**config.mk**
```make
export PLATFORM = sky130hd
export DESIGN_NAME = pipe_stall_ctrl
export DESIGN_NICKNAME = d
export VERILOG_FILES = /design/src/rtl/pipe_stall_ctrl.sv
export SDC_FILE = /design/constraint.sdc
export NUM_CORES = 1
export LEC_CHECK = 0
export BUFFER_PORTS_ARGS = -buffer_cell sky130_fd_sc_hd__buf_2
export CELL_PAD_IN_SITES_DETAIL_PLACEMENT = 0
export CELL_PAD_IN_SITES_GLOBAL_PLACEMENT = 1
export CORE_UTILIZATION = 41
export CTS_CLUSTER_DIAMETER = 40
export DETAILED_ROUTE_END_ITERATION = 10
export PLACE_DENSITY_LB_ADDON = 0.2
export RECOVER_POWER = 50
export SLEW_MARGIN = 20
export SYNTH_ARGS = -nofsm -noshare
export SYNTH_HDL_FRONTEND = slang
export SYNTH_SLANG_ARGS = --single-unit
```
**constraint.sdc**
```tcl
create_clock -name clk -period 3.7 [get_ports clk]
set_clock_uncertainty 0.2 [all_clocks]
set_input_delay 0.185 -clock clk [delete_from_list [all_inputs] [get_ports clk]]
set_output_delay 0.185 -clock clk [all_outputs]
set_load 0.03 [all_outputs]
```
**src/rtl/pipe_stall_ctrl.sv**
```systemverilog
`default_nettype none
// +--------------------------------------------------------------------------+
// | Module      : pipe_stall_ctrl                                            |
// | Description : Stall-vector merge, exception flush/redirect sequencing,   |
// |               stall-cycle statistics and stuck-stall watchdog.           |
// | Revision    : 1.0                                                        |
// +--------------------------------------------------------------------------+
module pipe_stall_ctrl #(
   parameter int FLUSH_CYCLES = 1,
   parameter int TIMEOUT      = 1024
) (
   input  logic        clk,
   input  logic        rst,
   input  logic        stallreq_if,
   input  logic        stallreq_id,
   input  logic        stallreq_ex,
   input  logic        stallreq_dc,
   input  logic        stallreq_mem,
   input  logic        excp_valid,
   input  logic [31:0] excp_pc,
   output logic [6:0]  stall,
   output logic        flush,
   output logic        new_pc_valid,
   output logic [31:0] new_pc,
   output logic [31:0] stall_cycles,
   output logic        stall_timeout
);

   localparam logic [0:0] c_st_run   = 1'b0;
   localparam logic [0:0] c_st_flush = 1'b1;

   localparam logic [2:0] c_flush_last = 3'(FLUSH_CYCLES - 1);

   localparam int c_wd_bits = $clog2(TIMEOUT + 1);
   localparam int c_wd_w    = (c_wd_bits > 11) ? c_wd_bits : 11;
   localparam logic [c_wd_w-1:0] c_wd_last = c_wd_w'(TIMEOUT - 1);
   localparam logic [c_wd_w-1:0] c_wd_one  = c_wd_w'(1);

   logic [0:0]        r_state;
   logic [0:0]        w_state_nxt;
   logic [2:0]        r_flush_cnt;
   logic [31:0]       r_new_pc;
   logic [31:0]       r_stall_cycles;
   logic [c_wd_w-1:0] r_wd_cnt;
   logic              r_timeout;

   logic [6:0]        w_req;
   logic [6:0]        w_run_stall;
   logic [6:0]        w_stall;
   logic              w_flush;
   logic              w_npv;
   logic              w_any_req;
   logic              w_take;
   logic              w_first;

   // Request slot i asks stage i to hold; bit 6 (WB) never requests.
   assign w_req     = {1'b0, stallreq_mem, stallreq_dc, stallreq_ex,
                       stallreq_id, stallreq_if, 1'b0};
   assign w_any_req = |w_req;
   assign w_take    = (r_state == c_st_run) && excp_valid && !stallreq_mem;
   assign w_first   = (r_flush_cnt == c_flush_last);

   // A stage holds if it or any deeper stage requests, giving a vector
   // contiguous from bit 0.
   for (genvar i = 0; i < 7; i++) begin : g_stall
      assign w_run_stall[i] = |w_req[6:i];
   end

   always_ff @(posedge clk or posedge rst) begin
      if (rst) r_state <= c_st_run;
      else     r_state <= w_state_nxt;
   end

   always_comb begin
      w_state_nxt = r_state;
      case (r_state)
         c_st_run:   if (w_take) w_state_nxt = c_st_flush;
         c_st_flush: if (r_flush_cnt == 3'd0) w_state_nxt = c_st_run;
         default:    w_state_nxt = c_st_run;
      endcase
   end

   always_comb begin
      w_flush = 1'b0;
      w_npv   = 1'b0;
      w_stall = 7'b0;
      case (r_state)
         // A taken exception discards the shallower stalls of the same cycle.
         c_st_run:   w_stall = w_take ? 7'b0 : w_run_stall;
         c_st_flush: begin
            w_flush = 1'b1;
            w_npv   = w_first;
            w_stall = {6'b0, !w_first};
         end
         default: ;
      endcase
   end

   always_ff @(posedge clk or posedge rst) begin
      if (rst) begin
         r_flush_cnt <= 3'd0;
         r_new_pc    <= 32'd0;
      end else if (w_take) begin
         r_flush_cnt <= c_flush_last;
         r_new_pc    <= excp_pc;
      end else if (r_state == c_st_flush && r_flush_cnt != 3'd0) begin
         r_flush_cnt <= r_flush_cnt - 3'd1;
      end
   end

   always_ff @(posedge clk or posedge rst) begin
      if (rst) begin
         r_stall_cycles <= 32'd0;
      end else if (w_stall[0] && r_stall_cycles != 32'hFFFF_FFFF) begin
         r_stall_cycles <= r_stall_cycles + 32'd1;
      end
   end

   always_ff @(posedge clk or posedge rst) begin
      if (rst) begin
         r_wd_cnt  <= '0;
         r_timeout <= 1'b0;
      end else if (r_state == c_st_run && w_any_req) begin
         if (r_wd_cnt <= c_wd_last) r_wd_cnt <= r_wd_cnt + c_wd_one;
         if (r_wd_cnt == c_wd_last) r_timeout <= 1'b1;
      end else begin
         r_wd_cnt <= '0;
      end
   end

   assign stall         = rst ? 7'b0 : w_stall;
   assign flush         = w_flush;
   assign new_pc_valid  = w_npv;
   assign new_pc        = r_new_pc;
   assign stall_cycles  = r_stall_cycles;
   assign stall_timeout = r_timeout;

endmodule
`default_nettype wire
```
==> impl_metrics.json <==
{
  "numClockSinks": 80,
  "status": "finished, violations left",
  "globalplace.congestion": 0.788,
  "initial_core_util_pct": 43.1,
  "violations": "capacitance limit, slew limit",
  "post_cts_buffers": 0,
  "setup.worst_path.class": "reg2reg",
  "cts_tree": "done",
  "finalSetupTns_ns": 0,
  "max_cap_violations": 1,
  "ys_seq_area_share_pct": 55.4,
  "placed_area_sq_mm": 0.00429,
  "cp-end-kind": "flip-flop",
  "die_height_um": 95.9,
  "insertedDiodeCount": 0,
  "synth_cell_type_count": 36,
  "track_usage_pct": 20.4,
  "die_area_sq_mm": 0.00920,
  "antenna_left": 0,
  "grt_pass1_vias": 3092,
  "grt_start_max_net_pins": 47,
  "clk_path_buf_depth": 2,
  "syn_area_per_cell_sq_um": 9.64,
  "vias": 3061,
  "synthCells": 375,
  "drive_gt1_share_pct": 13.4,
  "ir_drop_uv": 366,
  "rsz0062_at_grt": "false",
  "drc": 0,
  "maxSlewViolCount": 47,
  "root_buffer": "clkbuf_8",
  "hold_path_class": "in2reg",
  "antenna_found_initial": 0,
  "htreeDepth": 3,
  "cpLargestDelayFamily": "compound AO/OA/AOI/OAI gates",
  "cts_buffers": 9,
  "wl_per_cell_um": 13.5,
  "finalNetCount": 567,
  "final_area_sq_mm": 0.00476,
  "dr.pass1.iters": 4,
  "synth_area_leaders": "dfrtp_1 (55%), nand2_1 (11%), xnor2_1 (6.5%)",
  "cts.reportedPaths.clkPinSlew_ns": 0.08,
  "overflow": 0,
  "p_leak_nw": 2.28,
  "grt_pass1_wl_um": 14300,
  "cp-start-kind": "flip-flop",
  "max_slew_margin_pct": -36.0,
  "total_power_mw": 3.31,
  "totalWireLength_um": 8570,
  "rows": 33,
  "die_w_um": 95.9,
  "numPortBuffers": 112,
  "synth_seq_cells": 80,
  "finalSetupViolations": 0,
  "dp_hpwl_um": 5910,
  "crit_fanout": 34,
  "worst_pin_slew_ns": 2.03,
  "slowest_delay_ns": 0.67,
  "utilization_pct": 56.8,
  "p_per_area_mw_per_mm2": 694,
  "synth.largest_area_cell": "dfrtp_1",
  "syn_to_final_growth_pct": 31.8,
  "layout_commonest_cell": "nand2_1",
  "most-common-layout-cells": "nand2_1 (106), dfrtp_1 (80), clkbuf_1 (71), buf_2 (45), dlygate4sd3_1 (33)",
  "cp_data_required_time_ns": 3.72,
  "fmax_ghz": 0.360,
  "finalHoldViolCount": 0,
  "crit_chain": "or3b_2, o311ai_4, a31oi_1, mux2_2",
  "crit_buf_inv": 0,
  "viasPerCell": 4.84,
  "cp.arrival_ns": 2.80,
  "synth_top_area_share_pct": 55.4,
  "fin_crit_ns": 2.78,
  "syn_nets": 419,
  "hold_slack_ns": 0.268,
  "core_area_sq_mm": 0.00838,
  "yosys_warnings": 0,
  "cp_slowest_cell": "or3b_2",
  "pin_count": 114,
  "cts_resized": 0,
  "first_iter_violations": 114,
  "cts-hold-fix-buffers": 33,
  "insertion_delay_ns": 0.34,
  "syn_area_sq_mm": 0.00361,
  "post-route-period-util_pct": 75.0
}
## report_power, final
| part | total [mW] | switching (mW) | leakage, nW | internal, mW |
|---|---|---|---|---|
| clock | 0.750 | 0.300 | 0.112 | 0.450 |
| sequential | 1.31 | 0.193 | 1.04 | 1.12 |
| combinational | 1.24 | 0.892 | 1.13 | 0.350 |
| total | 3.31 | 1.38 | 2.28 | 1.92 |
## cell usage after synthesis (all sizes together)
library cell / instances
a211oi: 4
a21o: 1
a21oi: 3
a31oi: 2
a41oi: 1
and2: 6
and3: 6
and4: 3
and4b: 1
buf: 4
clkbuf: 8
conb: 1
dfrtp: 80
ha: 4
inv: 10
mux2: 2
mux2i: 3
nand2: 106
nand2b: 2
nand3: 23
nand4: 18
nand4b: 1
nor2: 27
nor2b: 4
nor3: 6
nor3b: 4
o21ai: 2
o21bai: 1
o311ai: 1
or2: 2
or3: 2
or3b: 2
or4: 1
xnor2: 27
xor2: 7
## worst reg2reg max path, cell delays in order (launching register included)
cell and delay [ns]:
dfrtp_1 0.54, or3b_2 0.67, o311ai_4 0.31, a31oi_1 0.54
mux2_2 0.40
## area by class of cell
cell class,instances,area (sq um)
Fill cell,809,3620
Clock inverter,3,90.1
Sequential cell,80,2000
Timing Repair Buffer,149,837
Multi-Input combinational cell,273,1530
Tap cell,105,131
Clock buffer,13,139
Inverter,10,38.8
## path summary, 6_finish.rpt
| path | start | endpoint | slack (ns) | depth (start not counted) |
|---|---|---|---|---|
| worst min register to register | stall_timeout | stall_timeout | 0.27 | 1 |
| min in group asynchronous | rst | new_pc[6] | 0.76 | 3 |
| worst min-delay path | stallreq_if | r_wd_cnt[3] | 0.27 | 4 |
| worst max register to register | r_state | stall_cycles[1] | 0.92 | 4 |
| worst max-delay path | r_state | stall_cycles[1] | 0.92 | 4 |
| max in group asynchronous | rst | stall_cycles[29] | 1.31 | 4 |
## cells by family after synthesis
family,synth area share [%]
fa+ha+maj,1.38
xor+xnor,8.24
mux,1.45
compound gates,3.25
buf+inv,2.56
flops,55.4
other cells,0.104
simple gates,27.6
## stage by stage
step	setup slack, ns	cells
floorplan	1.26	375
CTS	0.896	633
global placement	1.01	584
finish	0.925	633
detailed placement	0.900	584
global route	0.681	633
## flip-flops by register name (all words and copies together), names as in the netlist
signal / cells
new_pc: 32
r_state: 1
stall_cycles: 32
r_wd_cnt: 11
stall_timeout: 1
r_flush_cnt: 3
## layer usage
layer	share of wire [%]	vias up	GRT usage [%]
met5	0	-	0
met4	1.2	0	7.46
met3	4.0	6	5.37
met2	48	67	33.5
met1	46	1447	26.0
li1	-	1541	-
No activity file was read; power rests on OpenSTA's default activity.
